$ cat config.mk
export PLATFORM = sky130hd
export DESIGN_NAME = vga_frame_reader
export DESIGN_NICKNAME = d
export VERILOG_FILES = /design/src/rtl/vga_frame_reader.sv
export SDC_FILE = /design/constraint.sdc
export NUM_CORES = 1
export LEC_CHECK = 0
export BUFFER_PORTS_ARGS = -buffer_cell sky130_fd_sc_hd__buf_2
export CORE_AREA = 2 2 187 189
export CTS_CLUSTER_SIZE = 14
export DETAILED_ROUTE_END_ITERATION = 8
export DIE_AREA = 0 0 189 191
export PLACE_DENSITY = 0.85
export SLEW_MARGIN = 20
export SYNTH_ARGS = -nofsm -noshare
export SYNTH_HDL_FRONTEND = slang
export SYNTH_SLANG_ARGS = --single-unit
$ cat constraint.sdc
create_clock -name clk -period 3.6 [get_ports clk]
set_input_delay 0.72 -clock clk [delete_from_list [all_inputs] [get_ports clk]]
set_output_delay 0.72 -clock clk [all_outputs]
set_load 0.02 [all_outputs]
$ cat src/rtl/vga_frame_reader.sv
// Frame-buffer reader: register file + single-outstanding read master + word FIFO + BPP-bit pixel unpacker.
// Latency: word accepted in cycle N shows on pix_data in cycle N+2 (FIFO empty); one pixel/clock sustained.
// Backpressure: pix_ready low stalls the unpacker, the FIFO fills, and reads stop at FIFO_DEPTH words.
//
// Ports:
//   clk, reset            rising-edge clock, synchronous active-low reset
//   avs_s1_*              Avalon-MM slave: 0 S_ADDR, 1 LENGTH, 2 CONTROL{IE,CONT,RUN},
//                         3 STATUS{DONE(w1c),BUSY}, 4 FILL, 5-7 read as zero
//   avm_read_*            Avalon-MM read master, one request at a time, byte addresses
//   pix_valid/ready/data  pixel stream, LSB-first within each fetched word
// Optional feature: define VGA_FRAME_IRQ_EN to drive avs_s1_irq from DONE && CONTROL.IE.

module vga_frame_reader #(
    parameter int DATA_W     = 16,
    parameter int BPP        = 1,
    parameter int FIFO_DEPTH = 16,
    parameter int ADDR_W     = 32
) (
    input  logic              clk,
    input  logic              reset,
    input  logic              avs_s1_chipselect,
    input  logic [2:0]        avs_s1_address,
    input  logic              avs_s1_read,
    input  logic              avs_s1_write,
    input  logic [31:0]       avs_s1_writedata,
    input  logic [3:0]        avs_s1_byteenable,
    output logic [31:0]       avs_s1_readdata,
    output logic              avs_s1_waitrequest,
    output logic              avs_s1_irq,
    output logic [ADDR_W-1:0] avm_read_address,
    output logic              avm_read_read,
    input  logic [DATA_W-1:0] avm_read_readdata,
    input  logic              avm_read_waitrequest,
    output logic              pix_valid,
    input  logic              pix_ready,
    output logic [BPP-1:0]    pix_data
);

    localparam int PPW   = DATA_W / BPP;          // pixels per word
    localparam int PW    = $clog2(PPW);
    localparam int AW    = $clog2(FIFO_DEPTH);
    localparam int CW    = AW + 1;
    localparam int BYTES = DATA_W / 8;

    typedef enum logic [1:0] {S_IDLE, S_REQ, S_DRAIN} state_t;

    typedef struct packed {
        logic ie;
        logic cont;
        logic run;
    } ctrl_t;

    state_t state_q, state_d;

    logic [31:0]       s_addr_q;
    logic [31:0]       length_q;
    ctrl_t             ctrl_q;
    logic              done_q;
    logic [ADDR_W-1:0] work_addr_q;
    logic [31:0]       remaining_q;
    logic              rd_pend_q;

    logic [DATA_W-1:0] fifo_mem [FIFO_DEPTH];
    logic [AW-1:0]     wr_ptr_q, rd_ptr_q;
    logic [CW-1:0]     fifo_count_q;

    logic [DATA_W-1:0] shift_q;
    logic [PW-1:0]     pix_cnt_q;
    logic              pix_valid_q;

    logic wr_en, start, push, pop, last_pix, drained;
    logic [31:0] reg_mux;

    function automatic logic [31:0] merge_be(input logic [31:0] old_v, input logic [31:0] new_v,
                                             input logic [3:0] be);
        logic [31:0] r;
        for (int b = 0; b < 4; b++) begin
            r[b*8 +: 8] = be[b] ? new_v[b*8 +: 8] : old_v[b*8 +: 8];
        end
        return r;
    endfunction

    assign wr_en    = avs_s1_chipselect && avs_s1_write;
    assign start    = wr_en && (avs_s1_address == 3'd2) && avs_s1_byteenable[0]
                      && avs_s1_writedata[0] && (state_q == S_IDLE);
    assign push     = avm_read_read && !avm_read_waitrequest;
    assign last_pix = (pix_cnt_q == PW'(PPW - 1));
    // Refill the unpacker when it is empty or its last pixel leaves this cycle.
    assign pop      = (fifo_count_q != '0) && (!pix_valid_q || (pix_ready && last_pix));
    assign drained  = (fifo_count_q == '0) && !pix_valid_q;

    // ---------------- FSM: state register ----------------
    always_ff @(posedge clk) begin
        if (!reset) state_q <= S_IDLE;
        else        state_q <= state_d;
    end

    // ---------------- FSM: next state ----------------
    always_comb begin
        state_d = state_q;
        case (state_q)
            S_IDLE: begin
                if (start && length_q != 32'd0) state_d = S_REQ;
            end
            S_REQ: begin
                if ((push && remaining_q == 32'd1) || remaining_q == 32'd0)
                    state_d = S_DRAIN;
                // A stop lets a stalled request complete before leaving.
                else if (!ctrl_q.run && !(avm_read_read && avm_read_waitrequest))
                    state_d = S_DRAIN;
            end
            S_DRAIN: begin
                if (drained) state_d = (ctrl_q.run && ctrl_q.cont) ? S_REQ : S_IDLE;
            end
            default: state_d = S_IDLE;
        endcase
    end

    // ---------------- FSM: outputs ----------------
    always_comb begin
        avm_read_read = 1'b0;
        if (state_q == S_REQ && fifo_count_q < CW'(FIFO_DEPTH) && remaining_q != 32'd0
            && (ctrl_q.run || rd_pend_q))
            avm_read_read = 1'b1;
    end

    assign avm_read_address   = work_addr_q;
    assign avs_s1_waitrequest = 1'b0;
    assign pix_valid          = pix_valid_q;
    assign pix_data           = shift_q[BPP-1:0];

    // ---------------- registers, pointers, master bookkeeping ----------------
    always_ff @(posedge clk) begin
        if (!reset) begin
            s_addr_q    <= '0;
            length_q    <= '0;
            ctrl_q      <= '0;
            done_q      <= 1'b0;
            work_addr_q <= '0;
            remaining_q <= '0;
            rd_pend_q   <= 1'b0;
        end else begin
            rd_pend_q <= avm_read_read && avm_read_waitrequest;

            if (wr_en) begin
                case (avs_s1_address)
                    3'd0: s_addr_q <= merge_be(s_addr_q, avs_s1_writedata, avs_s1_byteenable);
                    3'd1: length_q <= merge_be(length_q, avs_s1_writedata, avs_s1_byteenable);
                    3'd2: if (avs_s1_byteenable[0]) begin
                        ctrl_q.run  <= avs_s1_writedata[0];
                        ctrl_q.cont <= avs_s1_writedata[1];
`ifdef VGA_FRAME_IRQ_EN
                        ctrl_q.ie   <= avs_s1_writedata[2];
`endif
                    end
                    3'd3: if (avs_s1_byteenable[0] && avs_s1_writedata[1]) done_q <= 1'b0;
                    default: ;
                endcase
            end

            if (start) begin
                work_addr_q <= ADDR_W'(s_addr_q);
                remaining_q <= length_q;
                // Empty frame completes immediately without touching memory.
                if (length_q == 32'd0) begin
                    done_q     <= 1'b1;
                    ctrl_q.run <= 1'b0;
                end
            end

            if (push) begin
                work_addr_q <= work_addr_q + ADDR_W'(BYTES);
                remaining_q <= remaining_q - 32'd1;
            end

            // Frame end: DONE only for a frame that ran to completion (RUN still set).
            if (state_q == S_DRAIN && drained) begin
                if (ctrl_q.run) done_q <= 1'b1;
                if (ctrl_q.run && ctrl_q.cont) begin
                    work_addr_q <= ADDR_W'(s_addr_q);
                    remaining_q <= length_q;
                end else begin
                    ctrl_q.run <= 1'b0;
                end
            end
        end
    end

    // ---------------- word FIFO ----------------
    always_ff @(posedge clk) begin
        if (push) fifo_mem[wr_ptr_q] <= avm_read_readdata;
    end

    always_ff @(posedge clk) begin
        if (!reset) begin
            wr_ptr_q     <= '0;
            rd_ptr_q     <= '0;
            fifo_count_q <= '0;
        end else begin
            if (push) wr_ptr_q <= wr_ptr_q + AW'(1);
            if (pop)  rd_ptr_q <= rd_ptr_q + AW'(1);
            case ({push, pop})
                2'b10:   fifo_count_q <= fifo_count_q + CW'(1);
                2'b01:   fifo_count_q <= fifo_count_q - CW'(1);
                default: fifo_count_q <= fifo_count_q;
            endcase
        end
    end

    // ---------------- pixel unpacker ----------------
    always_ff @(posedge clk) begin
        if (!reset) begin
            shift_q     <= '0;
            pix_cnt_q   <= '0;
            pix_valid_q <= 1'b0;
        end else if (pop) begin
            shift_q     <= fifo_mem[rd_ptr_q];
            pix_cnt_q   <= '0;
            pix_valid_q <= 1'b1;
        end else if (pix_valid_q && pix_ready) begin
            if (last_pix) begin
                pix_valid_q <= 1'b0;
            end else begin
                shift_q   <= shift_q >> BPP;
                pix_cnt_q <= pix_cnt_q + PW'(1);
            end
        end
    end

    // ---------------- register read mux ----------------
    always_comb begin
        reg_mux = '0;
        case (avs_s1_address)
            3'd0:    reg_mux = s_addr_q;
            3'd1:    reg_mux = length_q;
            3'd2:    reg_mux = {29'd0, ctrl_q};
            3'd3:    reg_mux = {30'd0, done_q, state_q != S_IDLE};
            3'd4:    reg_mux = 32'(fifo_count_q);
            default: reg_mux = '0;
        endcase
        avs_s1_readdata = (avs_s1_chipselect && avs_s1_read) ? reg_mux : 32'd0;
    end

`ifdef VGA_FRAME_IRQ_EN
    assign avs_s1_irq = done_q && ctrl_q.ie;
`else
    assign avs_s1_irq = 1'b0;
`endif

endmodule

== Word level (Yosys, flattened, before mapping) ==
Memories as Yosys holds them, arrays and structs flattened. A register that Yosys moved wholly into a read port is not among the register bits.
Index checks and enable logic that the tools add are counted.

* Add/subtract/negate cells: 7
* Order comparisons: 1
* Equality and inequality tests: 14
* Multiplexer cells: 42
* Bitwise operators: 2
* Reduce and logical (&&, ||, !) cells: 54

{| class="wikitable"
|+ Operators by type and width
! operator !! count
|-
| $mux 32 || 9
|-
| $pmux 32 s5 || 1
|-
| $logic_not 32->1 || 2
|-
| $reduce_bool 32->1 || 2
|-
| $mux 16 || 3
|-
| $add 32x2->32 const B || 1
|-
| $eq 32x1->1 const B || 1
|-
| $sub 32x1->32 const B || 1
|-
| $reduce_and 3->1 || 10
|-
| $logic_and 1x1->1 || 21
|-
| $mux 1 || 21
|-
| $add 4x1->4 const B || 3
|-
| $pmux 5 s2 || 1
|-
| $mux 2 || 4
|-
| $mux 4 || 2
|-
| $reduce_bool 2->1 || 4
|-
| $eq 3x2->1 const B || 2
|-
| $pmux 2 s3 || 1
|-
| $reduce_and 2->1 || 3
|-
| $add 5x1->5 const B || 1
|-
| $logic_not 5->1 || 1
|-
| $lt 5x5->1 const B || 1
|-
| $reduce_bool 5->1 || 1
|-
| $sub 5x1->5 const B || 1
|-
| other kinds (14) || 23
|}

* Register bits: 168
* Bits in writable memories: 256
* Input port bits: 62
* Output and inout bits: 69
* Logic and storage cells: 142
* Memories: 1

{| class="wikitable"
|+ Memories
! memory !! words !! bits a word !! read ports !! clocked after memory_dff !! wr ports !! RTL line !! source
|-
| fifo_mem || 16 || 16 || 1 || 1 || 1 || 63 || <nowiki>logic [DATA_W-1:0] fifo_mem [FIFO_DEPTH];</nowiki>
|}

== Logic depth before layout (Yosys ltp) ==
Gate-level depths: netlist of the first run.

* Depth after elaboration: 11
* Gate-level depth with buffers: 18
* Mapped depth without buffers: 16

== Worst setup path after synthesis of the first run ==
OpenSTA, ideal clock, no wires.

* Path type: reg-to-reg
* Start: register remaining_q[17]
* End: register fifo_count_q[4]
* Library setup time: 70 ps
* Arrival time: 3511 ps
* Required time: 3530 ps
* Path slack: 19 ps
* Stages on the path, launching flop included: 17
* Path buffers: 2
* Clock period less this slack: 3581 ps
* Cell sequence: dfxtp_1 or4_1 nor4_2 and3_1 buf_4 nor2_4 inv_2 ha_1 clkbuf_1 xor2_1 ha_1 o21a_1 o22a_1 a21oi_1 xor2_1 or3_1 a21oi_1

* Cells in the longest elaborated chain, start to end: 7
* Elaborated cells on any way between the ends: 9
* Those cells by class: eq/ne: 2; mux: 2; reduce/logical: 5

{| class="wikitable"
|+ RTL lines
! element !! RTL line !! source
|-
| start, declared || 60 || <nowiki>logic [31:0] remaining_q;</nowiki>
|-
| start signal, assigned || 163 || <nowiki>remaining_q <= length_q;</nowiki>
|-
| start signal, assigned || 173 || <nowiki>remaining_q <= remaining_q - 32'd1;</nowiki>
|-
| start signal, assigned || 181 || <nowiki>remaining_q <= length_q;</nowiki>
|-
| $reduce_bool 32->1 (*) || 122 || <nowiki>if (state_q == S_REQ && fifo_count_q < CW'(FIFO_DEPTH) && remaining_q != 32'd0</nowiki>
|-
| $logic_and 1x1->1 (*) || 122 ||
|-
| $logic_and 1x1->1 (*) || 123 || <nowiki>&& (ctrl_q.run || rd_pend_q))</nowiki>
|-
| $mux 1 (*) || 122 ||
|-
| $logic_and 1x1->1 (*) || 86 || <nowiki>assign push = avm_read_read && !avm_read_waitrequest;</nowiki>
|-
| $eq 2x1->1 / $eq 2x2->1 (equally long branches) || 202 || <nowiki>case ({push, pop})</nowiki>
|-
| $pmux 5 s2 / $reduce_bool 2->1 (equally long branches) || -- ||
|-
| end signal, assigned || 203 || <nowiki>2'b10: fifo_count_q <= fifo_count_q + CW'(1);</nowiki>
|-
| end signal, assigned || 204 || <nowiki>2'b01: fifo_count_q <= fifo_count_q - CW'(1);</nowiki>
|-
| end signal, assigned || 205 || <nowiki>default: fifo_count_q <= fifo_count_q;</nowiki>
|-
| end, declared || 65 || <nowiki>logic [CW-1:0] fifo_count_q;</nowiki>
|}

Mark *: on every way between the ends. The rest lies on a longest branch, timed or not.
A chain may end at the register's enable or synchronous reset.

== Worst setup path in the final report of the first run ==
Ends and elaborated chain as after synthesis.

==> results of run 1 <==
-- metrics by stage --
stage               total power [mW]  instances  utilization [%]  hold WS [ns]
detailed placement              7.39       1952             57.5         0.474
floorplan                       6.88       1396                -         0.438
global route                    12.3       2031             61.7         0.440
finish                          11.9       2032             61.7         0.432
CTS                             11.9       2030             61.7         0.417
global placement                7.31       1952             57.5         0.457
-- final timing paths --
path                              start                               to  slack [ns]  depth (start not counted)
min                 avs_s1_writedata[2]         length_q[2]$_SDFFE_PN0P_        0.43                          3
min reg2reg   s_addr_q[13]$_SDFFE_PN0P_  avm_read_address[13]$_SDFF_PN0_        0.49                          2
max reg2reg  remaining_q[17]$_SDFF_PN0_     fifo_count_q[4]$_SDFFE_PN0P_        0.26                         14
max          remaining_q[17]$_SDFF_PN0_     fifo_count_q[4]$_SDFFE_PN0P_        0.26                         14
-- critical path: stages (launching register included) --
cell	delay [ns]
sky130_fd_sc_hd__dfxtp_1	0.37
sky130_fd_sc_hd__or4_4	0.60
sky130_fd_sc_hd__nor4_2	0.29
sky130_fd_sc_hd__and3_2	0.29
sky130_fd_sc_hd__nor2_4	0.05
sky130_fd_sc_hd__inv_2	0.05
sky130_fd_sc_hd__ha_1	0.17
sky130_fd_sc_hd__xor2_1	0.17
sky130_fd_sc_hd__ha_1	0.22
sky130_fd_sc_hd__a21boi_0	0.22
sky130_fd_sc_hd__o22a_1	0.17
sky130_fd_sc_hd__a21oi_1	0.07
sky130_fd_sc_hd__xor2_1	0.15
sky130_fd_sc_hd__or3_1	0.30
sky130_fd_sc_hd__a21oi_1	0.14
-- registers in the layout, indices dropped and copies added (netlist names), named ones only --
register,flops
pix_valid,1
done_q,1
remaining_q,32
fifo_count_q,5
avm_read_address,32
state_q,2
rd_pend_q,1
fifo_mem,256
length_q,32
rd_ptr_q,4
wr_ptr_q,4
pix_cnt_q,4
ctrl_q,2
shift_q,16
s_addr_q,32
-- layout make-up --
type                    instances  area [µm²]  area share, %
flip-flops and latches        428       11100           52.9
multi-input cells             874        6750           32.1
clock buffers                  57        1190           5.65
repair buffers                183        1090           5.18
well taps                     455         569           2.70
clock inverters                21         249           1.18
inverters                      12        58.8          0.279
diodes                          2        5.00         0.0238
-- cells in the mapped netlist (5+ instances only) --
library cell,n
sky130_fd_sc_hd__xor2_1,24
sky130_fd_sc_hd__nand2b_1,8
sky130_fd_sc_hd__a311oi_1,15
sky130_fd_sc_hd__nor4_1,21
sky130_fd_sc_hd__mux4_2,80
sky130_fd_sc_hd__a21oi_1,24
sky130_fd_sc_hd__inv_1,10
sky130_fd_sc_hd__nand2_1,127
sky130_fd_sc_hd__buf_2,10
sky130_fd_sc_hd__nand4_1,17
sky130_fd_sc_hd__a22oi_1,28
sky130_fd_sc_hd__nor2_1,164
sky130_fd_sc_hd__o211ai_1,15
sky130_fd_sc_hd__and3_1,8
sky130_fd_sc_hd__edfxtp_1,256
sky130_fd_sc_hd__or3_1,13
sky130_fd_sc_hd__dfxtp_1,172
sky130_fd_sc_hd__xnor2_1,19
sky130_fd_sc_hd__o21ai_1,8
sky130_fd_sc_hd__nand3_1,56
sky130_fd_sc_hd__o21ai_0,34
sky130_fd_sc_hd__or4_1,18
sky130_fd_sc_hd__nor3_1,25
sky130_fd_sc_hd__o311ai_1,6
sky130_fd_sc_hd__buf_4,10
sky130_fd_sc_hd__mux2i_1,77
sky130_fd_sc_hd__clkbuf_1,55
sky130_fd_sc_hd__o311ai_0,6
sky130_fd_sc_hd__a31oi_1,5
sky130_fd_sc_hd__ha_1,13
-- layer usage --
| layer | routed length [µm] | up-vias |
|---|---|---|
| met3 | 4270 | 138 |
| met1 | 17800 | 6254 |
| li1 | - | 5599 |
| met4 | 1940 | 0 |
| met2 | 23600 | 765 |
| met5 | 0 | - |
-- cell families after synthesis --
logic type / count (synthesis)
AOI/OAI and AO/OA: 162
xor gates and xnor gates: 43
adders and majority gates: 13
buffers and inverters: 94
DFF: 428
muxes: 157
other: 1
and+or+nand+nor: 497
-- power by group through the flow --
| stage | registers (mW) | logic, mW | clock network (mW) |
|---|---|---|---|
| 2_1_floorplan | 5.48 | 1.41 | 0 |
| 3_3_place_gp | 5.57 | 1.73 | 0 |
| 5_1_grt | 5.51 | 1.98 | 4.77 |
| 6_report | 5.49 | 1.86 | 4.55 |
| 4_1_cts | 5.49 | 1.86 | 4.59 |
| 3_5_place_dp | 5.59 | 1.81 | 0 |
==> out/summary.log, run 1 <==
INFO  clocking       clk_transition_reported_paths=0.06ns
INFO  clocking       post_cts_buffers=0
INFO  clocking       cts_tree=built
INFO  power          switching_power=3.09mW
INFO  power          p_sw_share=26.0%
INFO  layout         n_fill_cell=2444
INFO  floorplan      num_io_pins=131
INFO  global_route   grt_remaining_overflow=0
INFO  detailed_routing vias_per_inst=6.28
INFO  synth          netlist.top_cell.by_area=sky130_fd_sc_hd__edfxtp_1
INFO  power          static_leakage_power=7.15nW
INFO  synth          synth_cell_type_count=72
INFO  synth          syn_inst=1395
INFO  layout         most_frequent_cells_in_the_layout=sky130_fd_sc_hd__edfxtp_1 (256), sky130_fd_sc_hd__dfxtp_1 (170), sky130_fd_sc_hd__nor2_1 (162)
INFO  synth          combinational_family_with_the_most_area_after_synthesis=multiplexers
INFO  placement      port_buffers=128
INFO  timing         timing.final.setup_violations=0
INFO  timing         worst_slack=0.259ns
INFO  synth          synth_compound_gate_area_share=6.11%
INFO  timing         drv_slew=0
INFO  clocking       cts-htree-levels=2
INFO  floorplan      placement_rows=68
INFO  global_route   use_met2=45.4%
INFO  placement      placement.cell_area=19600µm²
INFO  detailed_routing wire_per_inst=23.5µm
INFO  layout         final_area=21100µm²
INFO  synth          synth_area=18300µm²
INFO  critical_path  critPathLaunchType=flop
INFO  floorplan      dieArea=36100µm²
INFO  layout         layout_commonest_cell=sky130_fd_sc_hd__edfxtp_1
INFO  synth          post_synth_mux_area_share=14.1%
INFO  detailed_routing remaining_drc_errors=0
INFO  power          power.share.combinational=15.6%
INFO  hold_path      holdCritPathClass=in2reg
INFO  clocking       tritoncts.num_buffers=42
INFO  global_route   gr-max-usage-layer=met2
INFO  clocking       cts_repair_resize_count=0
INFO  timing         hold_viol_final=0
INFO  floorplan      design.core.area=34100µm²
INFO  detailed_routing drt_pass1_iterations=6
INFO  floorplan      die_height=191µm
INFO  global_route   gr-usage-met3=4.02%
INFO  critical_path  critical_path_class=reg2reg
INFO  synth          synth-warning-count=0
INFO  global_route   gr-usage-met1=33.7%
INFO  critical_path  cp_max_fo=6
INFO  placement      place_congestion=0.905
INFO  global_route   largest_net_degree_at_the_start_of_global_routing=65
INFO  global_route   grt_pass1_wl=73200µm
INFO  power          max_rail_drop_vdd=503µV
INFO  timing         post-route-min-period=3.34ns
INFO  critical_path  cp.arrival=3.81ns
INFO  synth          synth_sequential_area_ratio=60.9%
INFO  power          clockPowerShare=38.2%
INFO  synth          synth_top_cells_by_area=sky130_fd_sc_hd__edfxtp_1 (42%), sky130_fd_sc_hd__dfxtp_1 (19%), sky130_fd_sc_hd__mux4_2 (9.9%)
INFO  timing         max_freq=299MHz
INFO  power          pwr-share-seq=46.1%
INFO  synth          ys_dominant_reg_cell=sky130_fd_sc_hd__edfxtp_1
INFO  timing         fin_setup_tns=0ns
INFO  placement      place.detailed.hpwl=28900µm
INFO  detailed_routing drt_wirelength=47700µm
INFO  synth          yosys.area_share.xor_xnor=2.06%
INFO  layout         nets=1616
INFO  synth          synthesis.area_per_instance=13.1µm²
INFO  placement      preCtsSetupSlack=0.246ns
INFO  layout         post_route_cells_drive_above_1_share=23.4%
INFO  detailed_routing num_vias=12800
INFO  clocking       clock_insertion_delay_worst_skew=0.55ns
INFO  global_route   grt_usage=26.4%
INFO  detailed_routing drt-initial-drc-count=1281
INFO  synth          number_of_enable_type_register_cells_in_the_synthesized_netlist=256
INFO  clocking       clock_tree.root_cell=sky130_fd_sc_hd__clkbuf_16
INFO  synth          synth_seq_cells=428
INFO  timing         min_period_over_period=92.8%
INFO  power          power.internal=8.81mW
INFO  critical_path  critical_path_required=4.07ns
INFO  layout         syn_to_final_growth=15.2%
INFO  timing         fin_skew=0.0242ns
INFO  floorplan      die_width=189µm
INFO  synth          yosysTopAreaCellShare=42.1%
INFO  clocking       hold_buffers=0
INFO  detailed_routing ant_nets=0
INFO  timing         max-slew-margin-rel=30.7%
INFO  run_status     outcome=finished clean
INFO  clocking       tritoncts_num_sinks=428
INFO  timing         timing_worst_slew_pin_value=1.04ns
INFO  synth          yosys.area_share.simple=13.5%
INFO  global_route   grt_antenna_before_repair=2
INFO  timing         rsz_0062_raised_after_global_routing=false
INFO  critical_path  end_kind=flop
INFO  clocking       max-clock-path-buffers=3
INFO  floorplan      initial_utilization=53.6%
INFO  synth          synth_adder_area_share=0.890%
INFO  synth          synth_async_sr_flop_share=0%
INFO  power          p_per_area=565nW/µm²
INFO  flow_run       max_cap_viol_count=0
INFO  global_route   grt_pass1_vias=12700
Power figures use the tool's default switching activity.
==> run 2: changes to the inputs <==
--- a/config.mk
+++ b/config.mk
@@ -6,12 +6,12 @@
 export NUM_CORES = 1
 export LEC_CHECK = 0
 export BUFFER_PORTS_ARGS = -buffer_cell sky130_fd_sc_hd__buf_2
-export CORE_AREA = 2 2 187 189
+export CORE_AREA = 2 2 178 180
 export CTS_CLUSTER_SIZE = 14
 export DETAILED_ROUTE_END_ITERATION = 8
-export DIE_AREA = 0 0 189 191
-export PLACE_DENSITY = 0.85
-export SLEW_MARGIN = 20
+export DIE_AREA = 0 0 180 182
+export PLACE_DENSITY = 0.89
+export SLEW_MARGIN = 0
 export SYNTH_ARGS = -nofsm -noshare
 export SYNTH_HDL_FRONTEND = slang
 export SYNTH_SLANG_ARGS = --single-unit
==> constraint.sdc (replaced) <==
create_clock -name clk -period 3.9 [get_ports clk]
set_input_delay 0.78 -clock clk [delete_from_list [all_inputs] [get_ports clk]]
set_output_delay 0.78 -clock clk [all_outputs]
set_load 0.02 [all_outputs]
==> run 2 against run 1 <==
  * Non-clock buffer count down 7
  * Sequential power decreased by 7.3%
  * Hold slack better by 0.040 ns
  * Combinational power down 10%
  * Register-to-register slack about the same
  * Setup slack lost 0.0060 ns
  * Largest cell class unchanged
  * Maximum frequency down 8.4%
  * Critical path type unchanged
==> out/summary.log, run 2 (synthesis results as in run 1) <==
INFO  floorplan      design.core.area=31000µm²
INFO  global_route   grt_pass1_vias=12800
INFO  timing         timing.final.setup_violations=0
INFO  clocking       hold_buffers=0
INFO  detailed_routing drt-initial-drc-count=1258
INFO  placement      placement.cell_area=19500µm²
INFO  layout         largest_reg_flops=256
INFO  clocking       cts-htree-levels=2
INFO  critical_path  end_kind=flop
INFO  power          p_per_area=521nW/µm²
INFO  power          static_leakage_power=7.10nW
INFO  clocking       tritoncts.num_buffers=43
INFO  layout         syn_to_final_growth=14.5%
INFO  clocking       cts_tree=built
INFO  clocking       clock_tree.root_cell=sky130_fd_sc_hd__clkbuf_16
INFO  detailed_routing ant_nets=0
INFO  clocking       max-clock-path-buffers=3
INFO  floorplan      die_height=182µm
INFO  critical_path  critical_path_required=4.39ns
INFO  floorplan      die_width=180µm
INFO  timing         fin_setup_tns=0ns
INFO  clocking       post_cts_buffers=0
INFO  floorplan      initial_utilization=59.0%
INFO  floorplan      dieArea=32800µm²
INFO  layout         top_register=fifo_mem
INFO  detailed_routing wire_per_inst=24.6µm
INFO  critical_path  cp_max_fo=8
INFO  global_route   grt_pass1_wl=74400µm
INFO  timing         max_freq=274MHz
INFO  detailed_routing remaining_drc_errors=0
INFO  layout         most_frequent_cells_in_the_layout=sky130_fd_sc_hd__edfxtp_1 (256), sky130_fd_sc_hd__dfxtp_1 (170), sky130_fd_sc_hd__nor2_1 (161)
INFO  detailed_routing num_vias=12900
INFO  global_route   grt_antenna_before_repair=4
INFO  floorplan      placement_rows=65
INFO  clocking       tritoncts_num_sinks=428
INFO  detailed_routing vias_per_inst=6.52
INFO  critical_path  r2r_setup_slack=0.25ns
INFO  timing         rsz_0062_raised_after_global_routing=false
INFO  timing         min_period_over_period=93.5%
INFO  placement      port_buffers=128
INFO  layout         post_route_cells_drive_above_1_share=23.0%
INFO  hold_path      holdCritPathClass=reg2reg
INFO  timing         drv_slew=0
INFO  timing         post-route-min-period=3.65ns
INFO  critical_path  critical_path_class=reg2reg
INFO  floorplan      num_io_pins=131
INFO  clocking       clk_transition_reported_paths=0.06ns
INFO  clocking       clock_insertion_delay_worst_skew=0.57ns
INFO  power          max_rail_drop_vdd=469µV
INFO  global_route   largest_net_degree_at_the_start_of_global_routing=60
INFO  timing         hold_viol_final=0
INFO  timing         timing_worst_slew_pin_value=1.25ns
INFO  global_route   grt_usage=29.5%
INFO  placement      place.detailed.hpwl=30400µm
INFO  layout         nets=1610
INFO  detailed_routing drt_pass1_iterations=5
INFO  timing         max-slew-margin-rel=16.3%
INFO  layout         layout_commonest_cell=sky130_fd_sc_hd__edfxtp_1
INFO  critical_path  critPathLaunchType=flop
INFO  critical_path  cp.arrival=4.13ns
INFO  detailed_routing drt_wirelength=48600µm
INFO  run_status     outcome=finished clean
INFO  flow_run       max_cap_viol_count=0
INFO  layout         final_area=20900µm²
INFO  timing         fin_skew=0.0336ns
INFO  placement      place_congestion=0.904
INFO  global_route   grt_remaining_overflow=0
## run 2: cell types whose count changed in the layout (fill, tap and decap cells not counted), sizes merged
| cell | change |
|---|---|
| buf | -7 |
| bufinv | -2 |
| clkinv | +3 |
| diode | +2 |
| inv | -1 |
## run 2: layer usage
metal / GRT usage, % / vias up / share of wire, %
met5: 0 / - / 0.027
met3: 5.23 / 161 / 9.0
li1: - / 5588 / -
met4: 13.5 / 2 / 4.5
met1: 37.2 / 6323 / 37
met2: 50.1 / 792 / 50
## run 2: report_power, final
group | switching, mW | total, mW | leakage, nW | internal (mW)
clock network | 1.81 | 4.15 | 0.695 | 2.34
registers | 0.191 | 5.09 | 3.69 | 4.90
logic | 0.900 | 1.67 | 2.72 | 0.774
## run 2: cell type report
cell class              instances  area, µm²
flip-flops and latches        428      11100
fillers                      2018      10100
multi-input cells             874       6750
clock buffers                  57       1200
repair buffers                176       1040
well taps                     402        503
clock inverters                21        229
inverters                      12       58.8
diodes                          4       10.0
## run 2: final timing paths
path,startpoint,depth (start not counted),end
max,remaining_q[17]$_SDFF_PN0_,14,fifo_count_q[4]$_SDFFE_PN0P_
min,s_addr_q[13]$_SDFFE_PN0P_,2,avm_read_address[13]$_SDFF_PN0_
max reg2reg,remaining_q[17]$_SDFF_PN0_,14,fifo_count_q[4]$_SDFFE_PN0P_
min reg2reg,s_addr_q[13]$_SDFFE_PN0P_,2,avm_read_address[13]$_SDFF_PN0_
## run 2: what timing repair did
item                                    CTS  global route
endpoints found under the setup margin    0             1
gates resized for setup                   0             1
hold endpoints to repair                  0             0
## run 2: critical path, stage by stage, from the launching register on
cell and delay (ns):
sky130_fd_sc_hd__dfxtp_1 0.36, sky130_fd_sc_hd__or4_1 0.65, sky130_fd_sc_hd__nor4_2 0.32, sky130_fd_sc_hd__and3_1 0.30
sky130_fd_sc_hd__nor2_4 0.05, sky130_fd_sc_hd__inv_2 0.14, sky130_fd_sc_hd__ha_2 0.31, sky130_fd_sc_hd__xor2_1 0.18
sky130_fd_sc_hd__ha_1 0.22, sky130_fd_sc_hd__a21boi_0 0.22, sky130_fd_sc_hd__o22a_1 0.17, sky130_fd_sc_hd__a21oi_1 0.07
sky130_fd_sc_hd__xor2_1 0.15, sky130_fd_sc_hd__or3_1 0.31, sky130_fd_sc_hd__a21oi_1 0.13
## run 2: metrics by stage
stage | hold WS (ns) | setup slack (ns) | std cells | util, % | power [mW]
after floorplan | 0.438 | 0.283 | 1396 | - | 6.35
after global placement | 0.456 | 0.418 | 1892 | 62.9 | 6.70
after detailed placement | 0.462 | 0.292 | 1892 | 62.9 | 6.80
after CTS | 0.468 | 0.215 | 1970 | 67.5 | 10.9
after global routing | 0.475 | 0.0535 | 1971 | 67.5 | 11.3
final | 0.472 | 0.253 | 1974 | 67.5 | 10.9
